### config.mk
export PLATFORM = sky130hd
export DESIGN_NAME = coin_acceptor
export DESIGN_NICKNAME = d
export VERILOG_FILES = /design/src/rtl/coin_acceptor_pkg.sv /design/src/rtl/coin_acceptor.sv
export SDC_FILE = /design/constraint.sdc
export NUM_CORES = 1
export LEC_CHECK = 0
export ABC_AREA = 1
export CAP_MARGIN = 30
export CORE_ASPECT_RATIO = 0.9
export CORE_MARGIN = 1
export CORE_UTILIZATION = 44
export CTS_BUF_LIST = sky130_fd_sc_hd__clkbuf_16
export DETAILED_ROUTE_END_ITERATION = 12
export PLACE_DENSITY = 0.69
export SYNTH_ARGS = -nofsm -noshare
export SYNTH_HDL_FRONTEND = slang
export SYNTH_SLANG_ARGS = --single-unit
### constraint.sdc
create_clock -name clk -period 6.5 [get_ports clk]
set_clock_uncertainty 0.2 [all_clocks]
set_input_delay 1.625 -clock clk [delete_from_list [all_inputs] [get_ports clk]]
set_output_delay 1.625 -clock clk [all_outputs]
set_load 0.02 [all_outputs]
### src/rtl/coin_acceptor_pkg.sv
// Shared definitions for the coin acceptor: default widths, fare and the
// 3-bit controller state encoding.
// Latency / backpressure: not applicable (types and constants only).
package coin_acceptor_pkg;

   localparam int VAL_W_DEF    = 8;
   localparam int PRICE_DEF    = 25;
   localparam int CREDIT_W_DEF = VAL_W_DEF + 1;

   typedef enum logic [2:0] {
      IDLE      = 3'd0,
      COLLECT   = 3'd1,
      GRANT     = 3'd2,
      REFUND    = 3'd3,
      WAIT_PASS = 3'd4
   } state_t;

endpackage

### src/rtl/coin_acceptor.sv
// Purpose: accumulate coin credit, issue a one-cycle grant pulse to the turnstile
//   at PRICE, return overpayment/cancelled credit, then wait for unlock->lock passage.
// Latency: final coin to coin pulse 1 cycle; cancel to change_valid 1 cycle.
// Backpressure: coin_ready is low outside IDLE/COLLECT (coins stall, never lost);
//   change_valid/change_value hold until change_ready.
// Ports: clk, rst_n (async active-low); coin_valid/coin_value/coin_ready coin
//   handshake; cancel abort; coin grant pulse out; unlock/lock turnstile status in;
//   change_valid/change_value/change_ready refund handshake; credit registered out.
module coin_acceptor
   import coin_acceptor_pkg::*;
#(
   parameter int VAL_W    = VAL_W_DEF,
   parameter int PRICE    = PRICE_DEF,
   parameter int CREDIT_W = VAL_W + 1
)(
   input  logic                clk,
   input  logic                rst_n,
   input  logic                coin_valid,
   input  logic [VAL_W-1:0]    coin_value,
   output logic                coin_ready,
   input  logic                cancel,
   output logic                coin,
   input  logic                unlock,
   input  logic                lock,
   output logic                change_valid,
   output logic [VAL_W-1:0]    change_value,
   input  logic                change_ready,
   output logic [CREDIT_W-1:0] credit
);

   localparam logic [CREDIT_W-1:0] PRICE_C = CREDIT_W'(PRICE);

   state_t              state, state_nxt;
   logic [CREDIT_W-1:0] credit_nxt;
   logic [CREDIT_W-1:0] sum;
   logic [VAL_W-1:0]    change_value_nxt;
   logic                pass_pend, pass_pend_nxt;
   logic                unlock_seen, unlock_seen_nxt;
   logic                acc;

   always_comb begin
      state_nxt        = state;
      credit_nxt       = credit;
      change_value_nxt = change_value;
      pass_pend_nxt    = pass_pend;
      unlock_seen_nxt  = unlock_seen;
      coin_ready       = ((state == IDLE) || (state == COLLECT)) && !cancel;
      acc              = coin_valid && coin_ready;
      sum              = credit + CREDIT_W'(coin_value);

      // Catches both turnstile flavours: a Mealy unlock lands in GRANT together
      // with the coin pulse, a Moore unlock one cycle later.
      if (((state == GRANT) || (state == REFUND) || (state == WAIT_PASS))
          && pass_pend && unlock)
         unlock_seen_nxt = 1'b1;

      case (state)
         IDLE, COLLECT: begin
            // coin_ready is already low under cancel, so cancel wins over a coin.
            if ((state == COLLECT) && cancel) begin
               state_nxt        = REFUND;
               change_value_nxt = VAL_W'(credit);
               credit_nxt       = '0;
               pass_pend_nxt    = 1'b0;
            end else if (acc) begin
               if (sum >= PRICE_C) begin
                  state_nxt        = GRANT;
                  // credit < PRICE, so the overpayment always fits in VAL_W bits.
                  change_value_nxt = VAL_W'(sum - PRICE_C);
                  credit_nxt       = '0;
                  pass_pend_nxt    = 1'b1;
               end else begin
                  state_nxt  = COLLECT;
                  credit_nxt = sum;
               end
            end
         end
         GRANT: begin
            state_nxt = (change_value != '0) ? REFUND : WAIT_PASS;
         end
         REFUND: begin
            if (change_ready)
               state_nxt = pass_pend ? WAIT_PASS : IDLE;
         end
         WAIT_PASS: begin
            // A lock seen before the unlock is the turnstile's idle state, not a passage.
            if (unlock_seen && lock) begin
               state_nxt     = IDLE;
               credit_nxt    = '0;
               pass_pend_nxt = 1'b0;
            end
         end
         default: begin
            state_nxt = IDLE;
         end
      endcase

      if (state_nxt == IDLE)
         unlock_seen_nxt = 1'b0;
   end

   always_ff @(posedge clk or negedge rst_n) begin
      if (!rst_n) begin
         state        <= IDLE;
         credit       <= '0;
         coin         <= 1'b0;
         change_valid <= 1'b0;
         change_value <= '0;
         pass_pend    <= 1'b0;
         unlock_seen  <= 1'b0;
      end else begin
         state        <= state_nxt;
         credit       <= credit_nxt;
         change_value <= change_value_nxt;
         pass_pend    <= pass_pend_nxt;
         unlock_seen  <= unlock_seen_nxt;
         // Outputs are registered decodes of the next state.
         coin         <= (state_nxt == GRANT);
         change_valid <= (state_nxt == REFUND);
      end
   end

endmodule
==> results <==
- Entering global routing, the biggest net connects 18 pins.
- After synthesis, the cell types taking the most area are sky130_fd_sc_hd__dfrtp_1, sky130_fd_sc_hd__nand2_1, sky130_fd_sc_hd__inv_1.
- The via count normalized by instance count is between 4 and 5.
- The leading area contributor after synthesis is sky130_fd_sc_hd__dfrtp_1.
- The count of instances resized after the clock tree is built is 0.
- Based on the critical path, the design can be clocked at up to about 0.21 GHz.
- The worst-case IR drop observed on VDD is 257 uV.
- The number of different library cells used by synthesis comes to 27.
- The number of antenna violations at the first check in global routing was 0.
- TritonCTS built the clock tree.
- The leakage power is between 1 and 1.5 nW.
- The number of placed instances, taps included is 330.
- The final-report max-slew violation count came to 0.
- For this design the total switching power over the nets is 0.382 mW.
- The completed layout was analyzed and its total power is about 0.85 mW.
- In the global route stage, overall resource usage came out at about a fifth.
- Across the run, the number of max-cap violations was 0.
- The total overflow reported by the global router is 0.
- The kind of end point of the critical path is a primary output.
- The weighted congestion at the end of routability-driven global placement is between 0.7 and 0.8.
- In the routed design, unresolved DRC markers number 0.
- After synthesis, the mean cell area works out to around 7.0 um2.
- The floorplan step defined a die boundary enclosing ~0.0043 mm2.
- Once the clock tree was built, the setup fixing pass inserted 0 buffers.
- The detailed router put a total of 1930 um of wire on met1.
- The area used by multi-input combinational logic is roughly 960 um2.
- For this run, the number of Yosys warnings is 0.
- The die is between 60 and 70 um tall.
- The post-route minimum period is approximately 4.7 ns.
- The power density relative to cell area is 380 mW/mm2.
- The synthesized design contains 24 register bits.
- The amount of wire on met3 after detailed routing is approximately 210 um.
- Setup violations remaining at the end of the flow were counted as 0.
- The fraction of layout instances using a drive strength above 1 is a little under an eighth.
- Summed over all failing endpoints, the final setup total negative slack is 0 ns.
- In this run the number of H-tree levels came out at 1.
- The library cells used most frequently in the layout, excluding fill and tap cells, are sky130_fd_sc_hd__nand2_1, sky130_fd_sc_hd__inv_1, sky130_fd_sc_hd__clkdlybuf4s50_1, sky130_fd_sc_hd__nand3_1, sky130_fd_sc_hd__dfrtp_1.
- The top layer used by detailed routing is met4.
- The clock network accounts for between 15 and 20% of the total power.
- The die is between 60 and 70 um wide.
- The register area share after synthesis is between 30 and 40%.
- The first global-routing pass estimated about 6000 um of wire.
- The routed design has about 3800 um of wire.
- The vias after detailed routing is roughly 1600.
- TritonCTS created 3 clock buffers.
- The count of non-filler cells in the finished layout is around 330.
- STA puts the critical path data arrival time at between 2 and 3 ns.
- For the pin with the worst max-slew slack, the measured transition is roughly 0.75 ns.
- Once the floorplan was initialized, standard cells occupied 46.6% of the core.
- Of the available clock period, the critical path in the final layout requires a little under three quarters.
- In this run the worst path has a maximum fanout of 2.
- Wire segments on met2 add up to between 1500 and 2000 um in the final route.
- The final hold violation count is 0.
- The placement-stage worst setup slack is roughly 1.8 ns.
- Leaving out fill and tap cells, the most frequent cell in the layout is sky130_fd_sc_hd__nand2_1.
- The data required time of the critical path is ~4.7 ns.
- In this run the clock root is driven by a sky130_fd_sc_hd__clkbuf_16.
- The type of the worst setup path is in -> out.
- The smallest setup slack after layout is between 1.5 and 2 ns.
- The filler cell count in the final layout is ~380.
- The internal portion of the total power is 0.468 mW.
- Combinational logic is responsible for a little under three fifths of the overall power.
- The register area is around 600 um2.
- The number of I/O pins is 35.
- The fraction of power consumed by sequential logic is between 20 and 30%.
- Once detail routing completed, the nets flagged for antenna violations numbered 0.
- The worst pin sits at a relative slew slack of about half.
- After the first detailed-routing iteration, the DRC count stood at a little under 70.
- 0 antenna diodes ended up in the layout.
- Buffers inserted to repair hold after CTS numbered 0.
- Synthesis produced a netlist whose cell count is about 250.
- The core region area is 0.00378 mm2.
- The run finished with clean final reports.
- The net count of the finished layout is between 300 and 400.
- The latest clock arrival within the worst-skew pair is roughly 0.25 ns.
- The fraction of synthesized cell area taken by the top area cell type is 34.0%.
- The number of global-route vias before repair is ~1400.
- Setup repair after global routing left no endpoint under its margin.
- The count of TritonRoute iterations in the first routing pass is 4.
- The switching portion of total power is between 40% and 50%.
- The worst-case clock buffer depth is 2.
- The synthesis-to-finish area growth is 26.8%.
- The worst hold slack is 0.298 ns.
- The quantity of I/O buffers inserted on ports is 34.
- Clock-pin slew was measured on the worst setup and hold paths at ~0.05 ns.
- The average wire per standard cell is 11.4 um.
- The mapped netlist covers 0.00176 mm2.
- The startpoint type of the worst setup path is an input pin.
- Counting every net in the synthesized netlist gives about 280.
- The clock sink count is 24.
- The worst min-delay path class is reg -> reg.
- Detailed placement finished with a half-perimeter wire length of ~3000 um.
- After floorplanning, the core was divided into 21 placement rows.
-- stage by stage --
step                      utilization (%)  area (um2)
after detailed placement             57.1        2160
after global placement               56.7        2150
after global routing                 59.1        2240
after CTS                            59.1        2240
after floorplan                         -        1760
final                                59.1        2240
-- cell families (layout without fill, tap and decap cells) --
group	after synthesis	count (layout)	share of synthesized area, %
and+or+nand+nor	134	134	35.7
buffers and inverters	52	88	11.5
AOI/OAI and AO/OA	27	27	9.08
DFF	24	24	34.0
adders and majority gates	11	11	8.23
xor gates and xnor gates	3	3	1.49
-- critical path: stages --
cell                              delay, ns
sky130_fd_sc_hd__clkdlybuf4s50_1       0.43
sky130_fd_sc_hd__nor2_1                0.16
sky130_fd_sc_hd__clkdlybuf4s50_1       0.63
-- cell usage after synthesis (all sizes together) --
| library cell | instances |
|---|---|
| clkinv | 1 |
| nand4 | 1 |
| xor2 | 2 |
| nand3b | 1 |
| nand2 | 77 |
| nand3 | 29 |
| buf | 1 |
| nor2 | 21 |
| clkbuf | 1 |
| or2 | 1 |
| inv | 49 |
| nor3 | 3 |
| o21ai | 21 |
| xnor2 | 1 |
| fa | 1 |
| nor4 | 1 |
| a21oi | 4 |
| o211ai | 1 |
| a31o | 1 |
| dfrtp | 24 |
| ha | 10 |
-- state kept, by name (all words and copies together), names as in the netlist --
signal and count:
change_valid 1, change_value 8, coin 1, credit 9, pass_pend 1, state 3, unlock_seen 1
-- power by group through the flow --
| stage | clock [mW] | combinational (mW) | sequential (mW) |
|---|---|---|---|
| floorplan | 0 | 0.298 | 0.276 |
| global placement | 0 | 0.475 | 0.240 |
| detailed placement | 0 | 0.483 | 0.239 |
| CTS | 0.132 | 0.486 | 0.237 |
| global route | 0.137 | 0.542 | 0.245 |
| finish | 0.128 | 0.484 | 0.238 |
-- per-layer routing --
layer	GRT usage, %	vias up
met5	0	-
met4	4.37	0
met3	3.83	5
met2	32.4	42
met1	26.3	716
li1	-	858
-- cell type report --
class	count	share of cell area (%)
inverters	50	8.39
well taps	46	2.57
clock buffers	3	3.36
repair buffers	35	15.9
flip-flops and latches	24	26.8
multi-input cells	175	43.0
-- final timing paths --
kind	start	cells after the start	slack, ns	end
max in group asynchronous	rst_n	2	4.10	change_valid
worst min-delay path	change_value[7]	2	0.30	change_value[7]
min in group asynchronous	rst_n	1	1.52	coin
worst max-delay path	cancel	3	1.83	coin_ready
worst max register to register	credit[0]	16	3.85	change_value[3]
worst min register to register	change_value[7]	2	0.30	change_value[7]
No activity file was read; power rests on OpenSTA's default activity.
